File: src/rtl/voltage_uart_framer_if.sv
`default_nettype none
// ============================================================================
// Module      : voltage_uart_framer_if
// Description : Bundles the ADC voltage word, the uart TX FIFO handshake and
//               the framer status pulses into one interface.
//               master = framer side, slave = ADC/uart/system side.
//   in        [15:0]  BCD voltage word d.ddd (units..thousandths)
//   tx_full           uart TX FIFO full
//   w_data    [7:0]   ASCII byte to uart, qualified by wr_uart
//   wr_uart           one-cycle FIFO write strobe
//   busy              frame in progress
//   bad_digit         pulse: snapshot held a nibble > 9
//   overrun           pulse: a period request was dropped
// Revision    : 1.0  initial release
// ============================================================================
interface voltage_uart_framer_if;
  logic [15:0] in;
  logic        tx_full;
  logic [7:0]  w_data;
  logic        wr_uart;
  logic        busy;
  logic        bad_digit;
  logic        overrun;

  modport master (
    input  in,
    input  tx_full,
    output w_data,
    output wr_uart,
    output busy,
    output bad_digit,
    output overrun
  );

  modport slave (
    output in,
    output tx_full,
    input  w_data,
    input  wr_uart,
    input  busy,
    input  bad_digit,
    input  overrun
  );
endinterface
`default_nettype wire

File: src/rtl/voltage_uart_framer.sv
`default_nettype none
// ============================================================================
// Module      : voltage_uart_framer
// Description : Every PERIOD_CYCLES clocks, snapshots the BCD voltage word and
//               writes the 9-byte ASCII frame "d.ddd V\r\n" into the uart TX
//               FIFO, honouring tx_full back-pressure. One request may be held
//               pending while a frame is in flight; further ones are dropped
//               and flagged with overrun.
// Ports       : clk  - system clock
//               rst  - asynchronous active-high reset
//               bus  - voltage_uart_framer_if.master (in, tx_full, w_data,
//                      wr_uart, busy, bad_digit, overrun)
// Revision    : 1.0  initial release
// ============================================================================
module voltage_uart_framer #(
  parameter int PERIOD_CYCLES = 10_000_000
) (
  input  wire logic               clk,
  input  wire logic               rst,
  voltage_uart_framer_if.master   bus
);

  localparam int                 CNT_W     = $clog2(PERIOD_CYCLES);
  localparam logic [CNT_W-1:0]   C_CNT_MAX = CNT_W'(PERIOD_CYCLES - 1);
  localparam logic [3:0]         C_IDX_LAST = 4'd8;

  typedef enum logic [1:0] {
    IDLE   = 2'd0,
    WRITE  = 2'd1,
    SETTLE = 2'd2
  } state_t;

  state_t             state_q,     state_d;
  logic [CNT_W-1:0]   cnt_q,       cnt_d;
  logic               pending_q,   pending_d;
  logic [15:0]        snap_q,      snap_d;
  logic [3:0]         idx_q,       idx_d;
  logic [7:0]         w_data_q,    w_data_d;
  logic               wr_uart_q,   wr_uart_d;
  logic               busy_q,      busy_d;
  logic               bad_digit_q, bad_digit_d;
  logic               overrun_q,   overrun_d;

  logic               tick;
  logic [7:0]         frame_byte;

  // BCD nibble to ASCII digit; anything outside 0..9 is shown as '?'.
  function automatic logic [7:0] ascii(input logic [3:0] n);
    return (n <= 4'd9) ? (8'h30 + {4'h0, n}) : 8'h3F;
  endfunction

  function automatic logic any_bad(input logic [15:0] w);
    return (w[15:12] > 4'd9) || (w[11:8] > 4'd9) ||
           (w[7:4]   > 4'd9) || (w[3:0]  > 4'd9);
  endfunction

  assign tick = (cnt_q == C_CNT_MAX);

  always_comb begin
    frame_byte = 8'h0A;
    case (idx_q)
      4'd0:    frame_byte = ascii(snap_q[15:12]);
      4'd1:    frame_byte = 8'h2E;
      4'd2:    frame_byte = ascii(snap_q[11:8]);
      4'd3:    frame_byte = ascii(snap_q[7:4]);
      4'd4:    frame_byte = ascii(snap_q[3:0]);
      4'd5:    frame_byte = 8'h20;
      4'd6:    frame_byte = 8'h56;
      4'd7:    frame_byte = 8'h0D;
      default: frame_byte = 8'h0A;
    endcase
  end

  // Next-state and output logic
  always_comb begin
    state_d     = state_q;
    cnt_d       = tick ? '0 : cnt_q + CNT_W'(1);
    pending_d   = pending_q;
    snap_d      = snap_q;
    idx_d       = idx_q;
    w_data_d    = w_data_q;
    wr_uart_d   = 1'b0;
    busy_d      = busy_q;
    bad_digit_d = 1'b0;
    overrun_d   = 1'b0;

    // A tick arriving mid-frame is remembered once; a second one is lost.
    if (tick && (state_q != IDLE)) begin
      if (pending_q) begin
        overrun_d = 1'b1;
      end else begin
        pending_d = 1'b1;
      end
    end

    case (state_q)
      IDLE: begin
        // tick and pending together are a single request
        if (tick || pending_q) begin
          snap_d      = bus.in;
          idx_d       = 4'd0;
          busy_d      = 1'b1;
          pending_d   = 1'b0;
          bad_digit_d = any_bad(bus.in);
          state_d     = WRITE;
        end
      end
      WRITE: begin
        if (!bus.tx_full) begin
          wr_uart_d = 1'b1;
          w_data_d  = frame_byte;
          state_d   = SETTLE;
        end
      end
      SETTLE: begin
        // The idle cycle between writes lets the FIFO's registered full flag
        // catch up before the next write decision.
        if (idx_q == C_IDX_LAST) begin
          busy_d  = 1'b0;
          state_d = IDLE;
        end else begin
          idx_d   = idx_q + 4'd1;
          state_d = WRITE;
        end
      end
      default: state_d = IDLE;
    endcase
  end

  always_ff @(posedge clk or posedge rst) begin
    if (rst) begin
      state_q     <= IDLE;
      cnt_q       <= '0;
      pending_q   <= 1'b0;
      snap_q      <= 16'h0000;
      idx_q       <= 4'd0;
      w_data_q    <= 8'h00;
      wr_uart_q   <= 1'b0;
      busy_q      <= 1'b0;
      bad_digit_q <= 1'b0;
      overrun_q   <= 1'b0;
    end else begin
      state_q     <= state_d;
      cnt_q       <= cnt_d;
      pending_q   <= pending_d;
      snap_q      <= snap_d;
      idx_q       <= idx_d;
      w_data_q    <= w_data_d;
      wr_uart_q   <= wr_uart_d;
      busy_q      <= busy_d;
      bad_digit_q <= bad_digit_d;
      overrun_q   <= overrun_d;
    end
  end

  assign bus.w_data    = w_data_q;
  assign bus.wr_uart   = wr_uart_q;
  assign bus.busy      = busy_q;
  assign bus.bad_digit = bad_digit_q;
  assign bus.overrun   = overrun_q;

endmodule
`default_nettype wire

File: src/flat_wrapper.sv
// flat-port wrapper written by rule: the top's interface ports become plain ports
module voltage_uart_framer_flat 
#(
  parameter int PERIOD_CYCLES = 10_000_000
)
  (clk, rst, bus_in, bus_tx_full, bus_w_data, bus_wr_uart, bus_busy, bus_bad_digit, bus_overrun);
  voltage_uart_framer_if bus_i ();
  input  wire logic clk;
  input  wire logic rst;
  input wire logic [$bits(bus_i.in)-1:0] bus_in;
  input wire logic [$bits(bus_i.tx_full)-1:0] bus_tx_full;
  output wire logic [$bits(bus_i.w_data)-1:0] bus_w_data;
  output wire logic [$bits(bus_i.wr_uart)-1:0] bus_wr_uart;
  output wire logic [$bits(bus_i.busy)-1:0] bus_busy;
  output wire logic [$bits(bus_i.bad_digit)-1:0] bus_bad_digit;
  output wire logic [$bits(bus_i.overrun)-1:0] bus_overrun;
  assign bus_i.in = bus_in;
  assign bus_i.tx_full = bus_tx_full;
  assign bus_w_data = bus_i.w_data;
  assign bus_wr_uart = bus_i.wr_uart;
  assign bus_busy = bus_i.busy;
  assign bus_bad_digit = bus_i.bad_digit;
  assign bus_overrun = bus_i.overrun;
  voltage_uart_framer #(.PERIOD_CYCLES(PERIOD_CYCLES)) u_core (.clk(clk), .rst(rst), .bus(bus_i));
endmodule
File: config.mk
export PLATFORM = sky130hd
export DESIGN_NAME = voltage_uart_framer_flat
export DESIGN_NICKNAME = d
export VERILOG_FILES = /design/src/rtl/voltage_uart_framer_if.sv /design/src/rtl/voltage_uart_framer.sv /design/src/flat_wrapper.sv
export SDC_FILE = /design/constraint.sdc
export NUM_CORES = 1
export LEC_CHECK = 0
export CAP_MARGIN = 20
export CORE_MARGIN = 2
export CORE_UTILIZATION = 35
export CTS_BUF_LIST = sky130_fd_sc_hd__clkbuf_4 sky130_fd_sc_hd__clkbuf_8
export CTS_CLUSTER_SIZE = 28
export DETAILED_ROUTE_END_ITERATION = 12
export HOLD_SLACK_MARGIN = 0.03
export SYNTH_ARGS = -nofsm -noshare
export SYNTH_HDL_FRONTEND = slang
export SYNTH_SLANG_ARGS = --single-unit
File: constraint.sdc
create_clock -name clk -period 3.9 [get_ports clk]
set_clock_uncertainty 0.15 [all_clocks]
set_input_delay 0.585 -clock clk [delete_from_list [all_inputs] [get_ports clk]]
set_output_delay 0.585 -clock clk [all_outputs]
set_load 0.02 [all_outputs]
==> results.cfg <==
[worst_setup_path]
path_max_fanout = 18
path_class = reg -> reg
worstPathArrival_ns = 2.66
crit_path_end_kind = flop
rrSetupSlack_ns = 1.32
required_ns = 3.98
reg2reg_depth = 5
cp-start-kind = flop

[global_routing]
grt-busiest-layer = met2
grt_max_degree = 39
grt_pass1_vias = 1995
met3_usage_pct = 5.108
overflow = 0
grt_pass1_wl_um = 9542
track_usage_pct = 14.12
antenna_found_initial = 0
met1_usage_pct = 17.57
met2_usage_pct = 22.44

[yosys]
yosysWarnings = 0
avgSynthCellArea_um2 = 10.45
synth_cell_type_count = 48
syn-num-nets = 299
synth_cells = 275
seq_area_frac_synth_pct = 50.52
ys_seq_elements = 58
synth_area_um2 = 2873

[timing]
hold_viol_final = 0
fmax_ghz = 0.3872
rsz0062_at_grt = no
period_share_pct = 66.22
report.final.slew_viol_count = 0
period_minus_slack_ns = 2.582
final-setup-viol-count = 0
slew_headroom_pct = 27.86
setup_tns_ns = 0
worst_pin_slew_ns = 1.082

[clocking]
root_buffer = clkbuf_8
post_cts_resized = 0
clkSlewWorstSetupHoldPaths_ns = 0.07
clock-sinks = 58
cts_made_buffers = 9
clk_path_buf_depth = 2
insertion_delay_ns = 0.34
holdBufCountCts = 0
cts_tree = done
post_cts_buffers = 0
h-tree-depth = 3

[route]
routed_wl_um = 5941
vias = 2097
drc_errors = 0
dr.first_iter.drc_count = 124
wl_per_cell_um = 14.32
via_per_inst = 5.053
drtAntennaViolNets = 0
drt_pass1_iterations = 4

[die]
io_pins = 31
die_width_um = 94.60
die_y_um = 94.60
row_count = 33
die-area_um2 = 8948
start_util_pct = 35.50
core_area_um2 = 8093

[worst_hold_path]
hp-class = reg -> reg
whs_path_depth = 2

[pwr]
power.switching_mw = 0.5530
intPower_mw = 1.146
vdd_ir_drop_max_mv = 0.1926
p_per_area_nw_per_um2 = 493.4
comb_power_share_pct = 26.0
switching_share_pct = 32.55
seqPwrFrac_pct = 43.9
total_leakage_power_nw = 1.440
power_frac_clock_pct = 30.1

[cells_and_area]
utilization_pct = 42.55
final_nets = 329
syn2layout_area_growth_pct = 19.86
antennaDiodeCount = 0
layout-drive-gt1-share_pct = 14.52

[placement]
routabilityCongestion = 0.8293
port_buffers = 29
dpl.hpwl_um = 4222

[job]
maxCapViolCount = 0

[status]
status = complete, no violations
[cell usage after synthesis (all sizes together)]
| cell | number | area, µm² |
|---|---|---|
| a211oi | 4 | 30.03 |
| a21o | 2 | 15.01 |
| a21oi | 18 | 93.84 |
| a22oi | 3 | 22.52 |
| a32oi | 2 | 25.03 |
| a41oi | 1 | 8.760 |
| and2 | 1 | 6.260 |
| and3 | 2 | 12.51 |
| and3b | 1 | 8.760 |
| and4 | 3 | 26.28 |
| and4b | 1 | 10.01 |
| buf | 4 | 22.52 |
| clkbuf | 7 | 26.28 |
| conb | 1 | 3.750 |
| dfrtp | 58 | 1451 |
| ha | 5 | 62.56 |
| inv | 13 | 48.80 |
| mux2 | 17 | 191.4 |
| nand2 | 19 | 71.32 |
| nand3 | 11 | 72.57 |
| nand3b | 2 | 15.01 |
| nand4 | 4 | 25.02 |
| nand4b | 2 | 17.52 |
| nand4bb | 1 | 11.26 |
| nor2 | 23 | 86.33 |
| nor2b | 2 | 12.51 |
| nor3 | 4 | 20.02 |
| nor4 | 8 | 56.30 |
| nor4b | 1 | 8.760 |
| nor4bb | 1 | 10.01 |
| o211ai | 2 | 15.01 |
| o21ai | 15 | 75.07 |
| o22ai | 1 | 6.260 |
| o31ai | 4 | 30.03 |
| o32a | 1 | 10.01 |
| o41ai | 3 | 26.28 |
| or2 | 1 | 6.260 |
| or3 | 5 | 31.28 |
| or3b | 1 | 8.760 |
| or4 | 3 | 33.78 |
| xnor2 | 13 | 113.9 |
| xor2 | 5 | 43.79 |
[cells by family after synthesis]
kind of cell	share of synthesized area (%)
simple gates	19.16
xor+xnor	5.488
compound gates	12.46
flops	50.52
mux	6.664
other cells	0.1305
fa+ha+maj	2.178
buf+inv	3.397
[cell usage in the layout (no fill, tap or decap), types with 7 or more instances in the layout]
| master | synthesis | layout |
|---|---|---|
| xnor2_1 | 13 | 13 |
| nor2_1 | 23 | 23 |
| nand3_1 | 9 | 9 |
| mux2_2 | 17 | 17 |
| inv_1 | 13 | 12 |
| dfrtp_1 | 58 | 58 |
| a21oi_1 | 17 | 17 |
| nor4_1 | 7 | 7 |
| nand2_1 | 19 | 19 |
| clkbuf_8 | 0 | 12 |
| clkdlybuf4s50_1 | 0 | 29 |
| o21ai_0 | 15 | 15 |
[final timing paths]
check | endpoint | startpoint
max in group asynchronous | u_core.cnt_q[3] | rst
hold / removal | u_core.bus.w_data[0] | u_core.bus.w_data[0]
setup reg to reg | u_core.snap_q[0] | u_core.cnt_q[0]
min in group asynchronous | u_core.snap_q[10] | rst
hold reg to reg | u_core.bus.w_data[0] | u_core.bus.w_data[0]
setup / recovery | u_core.snap_q[0] | u_core.cnt_q[0]
[through the flow]
step | instances | power (mW) | hold slack (ns) | instance area [µm²] | worst slack (ns)
3_3_place_gp | 399 | 1.194 | 0.3180 | 3253 | 1.348
2_1_floorplan | 275 | 1.030 | 0.3053 | 2873 | 1.701
3_5_place_dp | 399 | 1.200 | 0.3200 | 3253 | 1.278
5_1_grt | 415 | 1.799 | 0.3587 | 3443 | 1.164
6_report | 415 | 1.699 | 0.3292 | 3443 | 1.318
4_1_cts | 415 | 1.722 | 0.3353 | 3443 | 1.272
[power groups by stage]
stage          combinational [mW]  clock [mW]  sequential, mW
2_1_floorplan               0.272           0           0.758
3_3_place_gp                0.439           0           0.755
3_5_place_dp                0.443           0           0.757
4_1_cts                     0.445       0.532           0.746
5_1_grt                     0.487       0.555           0.757
6_report                    0.442       0.512           0.745
[state kept, by name, summed over array words and instances, names as in the netlist]
name and cells:
u_core.bus.w_data 7, u_core.bus.bad_digit 1, u_core.bus.busy 1, u_core.snap_q 16, u_core.bus.wr_uart 1, u_core.bus.overrun 1
u_core.state_q 2, u_core.pending_q 1, u_core.idx_q 4, u_core.cnt_q 24
[worst max-delay path: stages, from the launching register on]
cell and delay (ns):
dfrtp_1 0.43, ha_1 0.26, nand4_1 0.21, nor2_1 0.10
a32oi_2 0.88, mux2_2 0.43
[layout make-up]
type	instances	area, µm²
clock buffer	12	165.2
clock inverter	4	25.02
fill	827	4649
inverter	13	48.80
multi-input combinational	193	1324
sequential	58	1451
tap	105	131.4
timing repair buffer	30	297.8
[routing by layer]
metal	up-vias	routed length [µm]	part of all wire, %
met1	999	2753	46
met4	0	89	1.5
met5	-	0	0
met2	39	2808	47
li1	1051	-	-
met3	8	290	4.9
(Power assumes the default switching activity.)
